File: src/rtl/stump_mem_bridge_pkg.sv
// Shared definitions for the Stump memory bridge: FSM state encodings,
// access-kind codes and the request decode helper.
package stump_mem_bridge_pkg;

  typedef enum logic [1:0] {
    MB_IDLE   = 2'd0,
    MB_ACCESS = 2'd1,
    MB_DONE   = 2'd2
  } mb_state_t;

  typedef enum logic [1:0] {
    KIND_FETCH = 2'd0,
    KIND_LOAD  = 2'd1,
    KIND_STORE = 2'd2
  } mb_kind_t;

  // Fetch beats memory; within memory, a write beats a read.
  function automatic mb_kind_t decode_kind(input logic fetch, input logic mem_wen);
    if (fetch)
      return KIND_FETCH;
    else if (mem_wen)
      return KIND_STORE;
    else
      return KIND_LOAD;
  endfunction

endpackage

File: src/rtl/stump_mem_timeout.sv
// Clear/enable cycle counter with a terminal-count flag, used to bound how
// long the bridge waits for an external acknowledge.
module stump_mem_timeout #(
  parameter int TIMEOUT = 15
) (
  input  logic clk,
  input  logic rst,
  input  logic clear,
  input  logic enable,
  output logic tc
);

  localparam logic [7:0] LAST = 8'(TIMEOUT - 1);

  logic [7:0] count;

  // Count enabled cycles; clear wins over enable so every fresh access starts at zero.
  always_ff @(posedge clk) begin
    if (rst || clear)
      count <= 8'd0;
    else if (enable)
      count <= count + 8'd1;
  end

  assign tc = (count == LAST);

endmodule

File: src/rtl/stump_mem_bridge.sv
// Stump memory-access sequencer: turns fetch/load/store requests from the
// control block into a req/ack bus transaction, stalling control until done.
// Optional feature macro: STUMP_MEM_STATS_EN adds access/wait statistics counters.
module stump_mem_bridge
  import stump_mem_bridge_pkg::*;
#(
  parameter int TIMEOUT = 15
) (
  input  logic        clk,
  input  logic        rst,
  input  logic        fetch,
  input  logic        memory,
  input  logic        mem_ren,
  input  logic        mem_wen,
  input  logic [15:0] addr,
  input  logic [15:0] wdata,
  output logic        stall,
  output logic [15:0] ir,
  output logic [15:0] rdata,
  output logic        bus_err,
  output logic        ext_req,
  output logic        ext_we,
  output logic [15:0] ext_addr,
  output logic [15:0] ext_wdata,
  input  logic [15:0] ext_rdata,
  input  logic        ext_ack
`ifdef STUMP_MEM_STATS_EN
  ,
  output logic [15:0] fetch_cnt,
  output logic [15:0] load_cnt,
  output logic [15:0] store_cnt,
  output logic [15:0] wait_cnt
`endif
);

  mb_state_t state, next_state;
  mb_kind_t  kind;
  logic      start;
  logic      in_access;
  logic      tc;

  assign in_access = (state == MB_ACCESS);

  stump_mem_timeout #(.TIMEOUT(TIMEOUT)) u_timeout (
    .clk    (clk),
    .rst    (rst),
    .clear  (!in_access),
    .enable (in_access),
    .tc     (tc)
  );

  // State register.
  always_ff @(posedge clk) begin
    if (rst)
      state <= MB_IDLE;
    else
      state <= next_state;
  end

  // Next-state and stall decode; DONE suppresses start because control has not moved on yet.
  always_comb begin
    next_state = state;
    start      = (state == MB_IDLE) && (fetch || (memory && (mem_ren || mem_wen)));
    stall      = start || in_access;
    case (state)
      MB_IDLE:   if (start) next_state = MB_ACCESS;
      MB_ACCESS: if (ext_ack || tc) next_state = MB_DONE;
      MB_DONE:   next_state = MB_IDLE;
      default:   next_state = MB_IDLE;
    endcase
  end

  // Bus outputs and result registers; an ack in the timeout cycle still counts as success.
  always_ff @(posedge clk) begin
    if (rst) begin
      ext_req   <= 1'b0;
      ext_we    <= 1'b0;
      ext_addr  <= 16'h0000;
      ext_wdata <= 16'h0000;
      kind      <= KIND_FETCH;
      ir        <= 16'h0000;
      rdata     <= 16'h0000;
      bus_err   <= 1'b0;
    end else begin
      ext_req <= (next_state == MB_ACCESS);
      if (start) begin
        kind      <= decode_kind(fetch, mem_wen);
        ext_we    <= (decode_kind(fetch, mem_wen) == KIND_STORE);
        ext_addr  <= addr;
        ext_wdata <= wdata;
      end
      if (in_access) begin
        if (ext_ack) begin
          if (kind == KIND_FETCH)
            ir <= ext_rdata;
          else if (kind == KIND_LOAD)
            rdata <= ext_rdata;
        end else if (tc) begin
          bus_err <= 1'b1;
          if (kind == KIND_FETCH)
            ir <= 16'h0000;
        end
      end
    end
  end

`ifdef STUMP_MEM_STATS_EN
  // Statistics: completed accesses by kind (wrapping) and unacknowledged access cycles (saturating).
  always_ff @(posedge clk) begin
    if (rst) begin
      fetch_cnt <= 16'h0000;
      load_cnt  <= 16'h0000;
      store_cnt <= 16'h0000;
      wait_cnt  <= 16'h0000;
    end else if (in_access) begin
      if (ext_ack) begin
        if (kind == KIND_FETCH)
          fetch_cnt <= fetch_cnt + 16'd1;
        else if (kind == KIND_LOAD)
          load_cnt <= load_cnt + 16'd1;
        else
          store_cnt <= store_cnt + 16'd1;
      end else if (wait_cnt != 16'hFFFF) begin
        wait_cnt <= wait_cnt + 16'd1;
      end
    end
  end
`endif

endmodule

File: config.mk
export PLATFORM = sky130hd
export DESIGN_NAME = stump_mem_bridge
export DESIGN_NICKNAME = d
export VERILOG_FILES = /design/src/rtl/stump_mem_bridge_pkg.sv /design/src/rtl/stump_mem_timeout.sv /design/src/rtl/stump_mem_bridge.sv
export SDC_FILE = /design/constraint.sdc
export NUM_CORES = 1
export LEC_CHECK = 0
export CORE_ASPECT_RATIO = 0.9
export CORE_MARGIN = 5
export CORE_UTILIZATION = 45
export DETAILED_ROUTE_END_ITERATION = 8
export HOLD_SLACK_MARGIN = 0.05
export PLACE_DENSITY = 0.8
export SLEW_MARGIN = 20
export SYNTH_ARGS = -nofsm -noshare
export SYNTH_HDL_FRONTEND = slang
export SYNTH_HIERARCHICAL = 1
export SYNTH_SLANG_ARGS = --single-unit
File: constraint.sdc
create_clock -name clk -period 2.1 [get_ports clk]
set_input_delay 0.21 -clock clk [delete_from_list [all_inputs] [get_ports clk]]
set_output_delay 0.21 -clock clk [all_outputs]
set_load 0.005 [all_outputs]
==> flow_summary_export.csv, run 1 <==
group,metric,value,unit
outcome,outcome,"completed",
run,drv_cap,0,
drt,drt-initial-drc-count,94,
cts,cts_inserted_buffers,9,
sta,hold_viol,0,
synth,syn_inst,358,
place,place.gp.congestion,0.7807,
min_path,hp-class,"in2reg",
critical_path,cp.required,1890,ps
sta,fin_worst_skew,7.941,ps
synth,synth_top_area_cell,"dfxtp_1",
synth,synth_top_cells_by_area,"dfxtp_1 (45%), nand2b_1 (17%), mux2i_1 (14%), o31ai_1 (3.4%), nand4_1 (3.2%)",
pwr,total_power,3.228,mW
pwr,power_density,654.2,nW/um^2
drt,routed-via-count,2917,
cts,clock-sinks,78,
pwr,comb_power_share,0.193,
place,dpl.hpwl,6.263,mm
sta,relSlewSlack,0.5113,
critical_path,end_kind,"output port",
die,coreArea,7545,um^2
cts,cts_root_buf,"clkbuf_8",
finish,area_growth,41.22,%
synth,synth-seq-cells,78,
cts,clk_pin_slew,70,ps
global_route,grt_first_pass_wirelength,13.66,mm
cts,cts_tree,"built",
sta,timing.final.ws_setup,37.89,ps
pwr,leakage,1.791,nW
place,place_ws,50.95,ps
critical_path,crit_family,"buffers and inverters",
die,dieArea,9628,um^2
critical_path,cp_slowest_cell,"clkdlybuf4s50_1",
critical_path,path_max_fanout,3,
finish,final_util,0.6539,
pwr,p_sw_frac,0.2537,
die,fp.dieH,93.59,um
finish,final_common_cell,"clkdlybuf4s50_1",
pwr,ir_drop,0.4053,mV
die,io_pins,123,
finish,drive_above_1_share,0.08228,
drt,wire_per_inst,15.26,um
cts,clk-insertion-delay-late,340,ps
drt,drt-total-wl,8.700,mm
sta,max_clock_freq,484.9,MHz
synth,synth_top_area_share,0.4470,
synth,synth_area,3493,um^2
finish,n_fill_cell,601,
global_route,antenna_found_initial,0,
sta,hold_slack,239.5,ps
drt,postRouteAntennaNets,0,
cts,holdBufCountCts,0,
global_route,gr-total-overflow,0,
pwr,p_int,2.409,mW
finish,final_cell_mix,"clkdlybuf4s50_1 (121), nand2b_1 (96), dfxtp_1 (78), mux2i_1 (48), a21oi_1 (19)",
sta,final.period_utilization,0.9820,
critical_path,critPathLaunchType,"input pin",
global_route,grt_pass1_vias,2815,
sta,worst_pin_slew,732.2,ps
global_route,grt_usage,0.1774,
drt,drc,0,
place,portBuffers,122,
drt,via_per_inst,5.118,
pwr,p_seq_frac,0.498,
synth,synth.distinct_cells,35,
sta,setup_viol_count_final,0,
finish,diodes,0,
sta,drv_slew,0,
critical_path,worst-path-buf-inv,2,
critical_path,arrival,1850,ps
synth,ys_seq_area_frac,0.4470,
sta,finalCriticalPeriod,2062,ps
global_route,grt_max_degree,85,
die,die_w,102.9,um
drt,firstDrtPassIters,4,
cts,h-tree-depth,3,
synth,synth_warnings,6,
sta,rsz0062_at_grt,"no",
sta,finalSetupTns,0,ps
synth,syn_nets,415,
critical_path,crit_chain,"clkdlybuf4s50_1 -> or2_2 -> o311a_2 -> or2_2 -> clkdlybuf4s50_1",
finish,layout.nets,527,
pwr,p_sw,0.8189,mW
die,start_util,0.4630,
pwr,power_frac_clock,0.308,
critical_path,cp_slowest_stage_delay,470,ps
synth,syn_avg_cell_area,9.758,um^2
die,placementRows,30,
cts,clk_path_buf_depth,2,
critical_path,timing_worst_setup_path_type,"in2out",
==> stage by stage <==
step           area (um^2)  instances
2_1_floorplan         3493        358
3_3_place_gp          4751        555
3_5_place_dp          4751        555
4_1_cts               4925        570
5_1_grt               4933        570
6_report              4933        570
==> registers in the layout, summed over array words and instances (netlist names) <==
| register | flops |
|---|---|
| kind | 1 |
| ext_wdata | 16 |
| state | 2 |
| ext_we | 1 |
| ir | 16 |
| u_timeout/count | 8 |
| ext_addr | 16 |
| ext_req | 1 |
| rdata | 16 |
| bus_err | 1 |
==> layer usage <==
metal,vias to the layer above,part of all wire,GRT usage
met5,-,0,0
met4,0,0.018,0.07012
met3,14,0.081,0.04251
met2,106,0.45,0.2769
met1,1349,0.45,0.2352
li1,1448,-,-
==> synth_stat cells <==
cell and number:
a211oi_1 1, a21oi_1 19, a31oi_1 2, buf_2 11, buf_4 1, buf_6 4
clkbuf_1 14, dfxtp_1 78, ha_1 2, inv_1 2, inv_2 1, mux2i_1 48
nand2_1 4, nand2b_1 96, nand4_1 18, nand4_4 1, nand4b_1 2, nor2_1 11
nor2_2 1, nor2b_4 1, nor3_1 3, nor3_4 1, nor4_1 2, o211a_1 1
o21a_1 1, o21ai_0 2, o21ba_2 2, o311a_1 1, o31a_1 1, o31ai_1 16
o41ai_1 1, or2_2 4, or3_1 2, xnor2_1 1, xor2_1 3
==> timing repair <==
| action | 4_1_cts | 5_1_grt |
|---|---|---|
| setup buffers | 0 | 0 |
| gates resized for setup | 0 | 2 |
| endpoints found under the setup margin | 0 | 8 |
==> kinds of logic (layout without fill, tap and decap cells) <==
logic type	Yosys count	after routing	synth area share
AOI/OAI and AO/OA	47	47	0.08883
xor gates and xnor gates	4	4	0.01003
adders and majority gates	2	2	0.007162
buffers and inverters	33	149	0.04907
DFF	78	78	0.4470
muxes	48	48	0.1375
and+or+nand+nor	146	146	0.2604
==> power groups by stage <==
stage	Clock (mW)	Sequential, mW	Combinational, mW
2_1_floorplan	0	1.65	0.306
3_3_place_gp	0	1.64	0.617
3_5_place_dp	0	1.64	0.627
4_1_cts	1.03	1.61	0.630
5_1_grt	1.09	1.62	0.677
6_report	0.994	1.61	0.625
==> worst reg2reg max path, stage by stage (launching register included) <==
cell and delay, ps:
dfxtp_1 430, inv_1 70, ha_1 200, nand4b_1 100
nor4_2 70, nor2_2 570, o31ai_1 170, a21oi_1 150
==> final timing paths <==
check | cells past startpoint | slack [ps] | endpoint | from
setup / recovery | 5 | 40 | stall | fetch
hold reg to reg | 2 | 470 | rdata[7] | rdata[7]
hold / removal | 2 | 240 | bus_err | rst
setup reg to reg | 7 | 280 | ir[13] | u_timeout/count[0]
==> final cells by class <==
type | instances | area [um^2] | area share
multi-input combinational | 247 | 1770 | 0.3589
clock inverter | 4 | 22.52 | 0.004565
sequential | 78 | 1562 | 0.3165
inverter | 3 | 11.26 | 0.002283
tap | 96 | 120.1 | 0.02435
clock buffer | 11 | 151.4 | 0.03069
timing repair buffer | 131 | 1296 | 0.2627
(Power assumes the default switching activity.)
==> inputs of run 2 (changes only) <==
--- a/config.mk
+++ b/config.mk
@@ -11,6 +11,7 @@
 export DETAILED_ROUTE_END_ITERATION = 8
 export HOLD_SLACK_MARGIN = 0.05
 export PLACE_DENSITY = 0.8
+export REMOVE_ABC_BUFFERS = 1
 export SLEW_MARGIN = 20
 export SYNTH_ARGS = -nofsm -noshare
 export SYNTH_HDL_FRONTEND = slang
==> constraint.sdc (replaced) <==
create_clock -name clk -period 2.1 [get_ports clk]
set_input_delay 0.42 -clock clk [delete_from_list [all_inputs] [get_ports clk]]
set_output_delay 0.42 -clock clk [all_outputs]
set_load 0.005 [all_outputs]
==> flow_summary_export.csv, run 2 (synthesized netlist as in run 1, its figures left out) <==
group,metric,value,unit
pwr,ir_drop,0.5424,mV
finish,area_growth,43.84,%
die,io_pins,123,
sta,final.period_utilization,0.9832,
finish,fin_cells,575,
critical_path,r2r_cells,7,
global_route,grt_first_pass_wirelength,14.08,mm
critical_path,cp.required,1680,ps
place,place.gp.congestion,0.7832,
cts,clk-insertion-delay-late,340,ps
cts,holdBufCountCts,0,
global_route,grt_max_degree,64,
cts,clk_pin_slew,70,ps
critical_path,worst-path-buf-inv,2,
finish,seq_area,1562,um^2
sta,worst_pin_slew,738.8,ps
drt,routed-via-count,2937,
cts,cts_resized,7,
drt,wire_per_inst,15.12,um
run,drv_cap,0,
finish,final_common_cell,"clkdlybuf4s50_1",
drt,firstDrtPassIters,4,
cts,clk_path_buf_depth,2,
sta,setup_viol_count_final,0,
finish,multiInputGateArea,1774,um^2
finish,n_fill_cell,616,
critical_path,arrival,1640,ps
cts,cts_inserted_buffers,9,
critical_path,rrSetupSlack,270,ps
critical_path,timing.rr.start,"u_timeout/count[0]",
die,coreArea,7545,um^2
outcome,outcome,"completed",
sta,relSlewSlack,0.5069,
cts,h-tree-depth,3,
global_route,antenna_found_initial,0,
cts,cts_root_buf,"clkbuf_8",
finish,diodes,0,
critical_path,cp_slowest_cell,"clkdlybuf4s50_1",
drt,drc,0,
place,dpl_cell_area,4793,um^2
die,die_w,102.9,um
drt,via_per_inst,5.108,
min_path,holdCritStartpoint,"rst",
min_path,hp-class,"in2reg",
sta,max_clock_freq,484.3,MHz
global_route,grt_usage,0.1845,
cts,cts_tree,"built",
die,placementRows,30,
place,placed_cells,559,
die,dieArea,9628,um^2
global_route,gr-total-overflow,0,
finish,layout.nets,531,
finish,final_cell_mix,"clkdlybuf4s50_1 (118), nand2b_1 (96), dfxtp_1 (78), mux2i_1 (48), a21oi_1 (19)",
global_route,grt_pass1_vias,2844,
critical_path,crit_family,"buffers and inverters",
pwr,leakage,1.844,nW
sta,hold_viol,0,
critical_path,crit_chain,"clkdlybuf4s50_1 -> o311a_4 -> or2_2 -> buf_2",
drt,drt-initial-drc-count,133,
place,portBuffers,122,
cts,clock-sinks,78,
sta,rsz0062_at_grt,"no",
sta,finalCriticalPeriod,2065,ps
pwr,total_power,3.479,mW
cts,post_cts_buffers,0,
min_path,hold_end,"ir[13]",
die,start_util,0.4630,
place,dpl.hpwl,6.270,mm
critical_path,cp_slowest_stage_delay,450,ps
critical_path,path_max_fanout,2,
critical_path,timing_worst_setup_path_type,"in2out",
sta,fin_worst_skew,6.755,ps
critical_path,critPathLaunchType,"input pin",
critical_path,worstReg2RegEnd,"ir[13]",
finish,drive_above_1_share,0.08977,
pwr,power_density,692.4,nW/um^2
die,fp.dieH,93.59,um
drt,drt-total-wl,8.696,mm
critical_path,end_kind,"output port",
finish,fin_area,5025,um^2
sta,hold_slack,417.6,ps
drt,postRouteAntennaNets,0,
sta,drv_slew,0,
min_path,whs_path_depth,2,
## run 2: changes by cell type in the layout (fill, tap and decap cells not counted), sizes merged
cell / before / now
buf: 10 / 15
clkdlybuf4s50: 121 / 118
bufinv: 0 / 2
clkbuf: 11 / 9
clkinv: 3 / 4
dlygate4sd2: 0 / 1
dlymetal6s2s: 0 / 1
## run 2: final cells by class
cell class	instances	area share
Sequential cell	78	0.3108
Timing Repair Buffer	135	0.2657
Inverter	3	0.002241
Tap cell	96	0.02390
Clock inverter	7	0.01967
Clock buffer	9	0.02465
Multi-Input combinational cell	247	0.3531
## run 2: power by group
group,switching [mW],internal [mW]
combinational,0.263,0.368
sequential,0.0466,1.56
clock,0.567,0.673
total,0.877,2.60
## run 2: stage by stage
stage                     utilization  worst slack (ps)  setup TNS (ps)
after floorplan                     -            -371.9          -954.5
after global placement         0.6353            -349.3          -349.3
after detailed placement       0.6353            -343.4          -343.4
after CTS                      0.6657             9.397               0
after global routing           0.6660             7.631               0
final                          0.6660             35.19               0
## run 2: how the worst max path moves through the flow
| stage | cells past startpoint | slack (ps) | start | to |
|---|---|---|---|---|
| finish | 4 | 40 | mem_wen | stall |
| global route | 5 | 8 | memory | stall |
| CTS | 4 | 9 | mem_ren | stall |
| detailed placement | 5 | -340 | fetch | stall |
| global placement | 5 | -350 | fetch | stall |
| floorplan | 3 | -370 | state[1] | stall |
## run 2: worst reg2reg max path, cell delays in order (launching register included)
cell	delay, ps
dfxtp_1	440
inv_1	70
ha_1	200
nand4b_1	80
nor4_1	70
nor2_2	580
o31ai_1	160
a21oi_1	150
## run 2: routing by layer
| layer | global-route usage | wire, um | vias up |
|---|---|---|---|
| met3 | 0.06189 | 577 | 7 |
| met1 | 0.2297 | 3598 | 1391 |
| met5 | 0 | 0 | - |
| met2 | 0.3065 | 4413 | 69 |
| met4 | 0.04531 | 106 | 0 |
| li1 | - | - | 1470 |
==> inputs of run 3 (changes only) <==
--- a/config.mk
+++ b/config.mk
@@ -12,7 +12,7 @@
 export HOLD_SLACK_MARGIN = 0.05
 export PLACE_DENSITY = 0.8
 export REMOVE_ABC_BUFFERS = 1
-export SLEW_MARGIN = 20
+export SLEW_MARGIN = 40
 export SYNTH_ARGS = -nofsm -noshare
 export SYNTH_HDL_FRONTEND = slang
 export SYNTH_HIERARCHICAL = 1
==> results of run 3 <==
Final layout, timing and power as in run 2 (identical DEF).
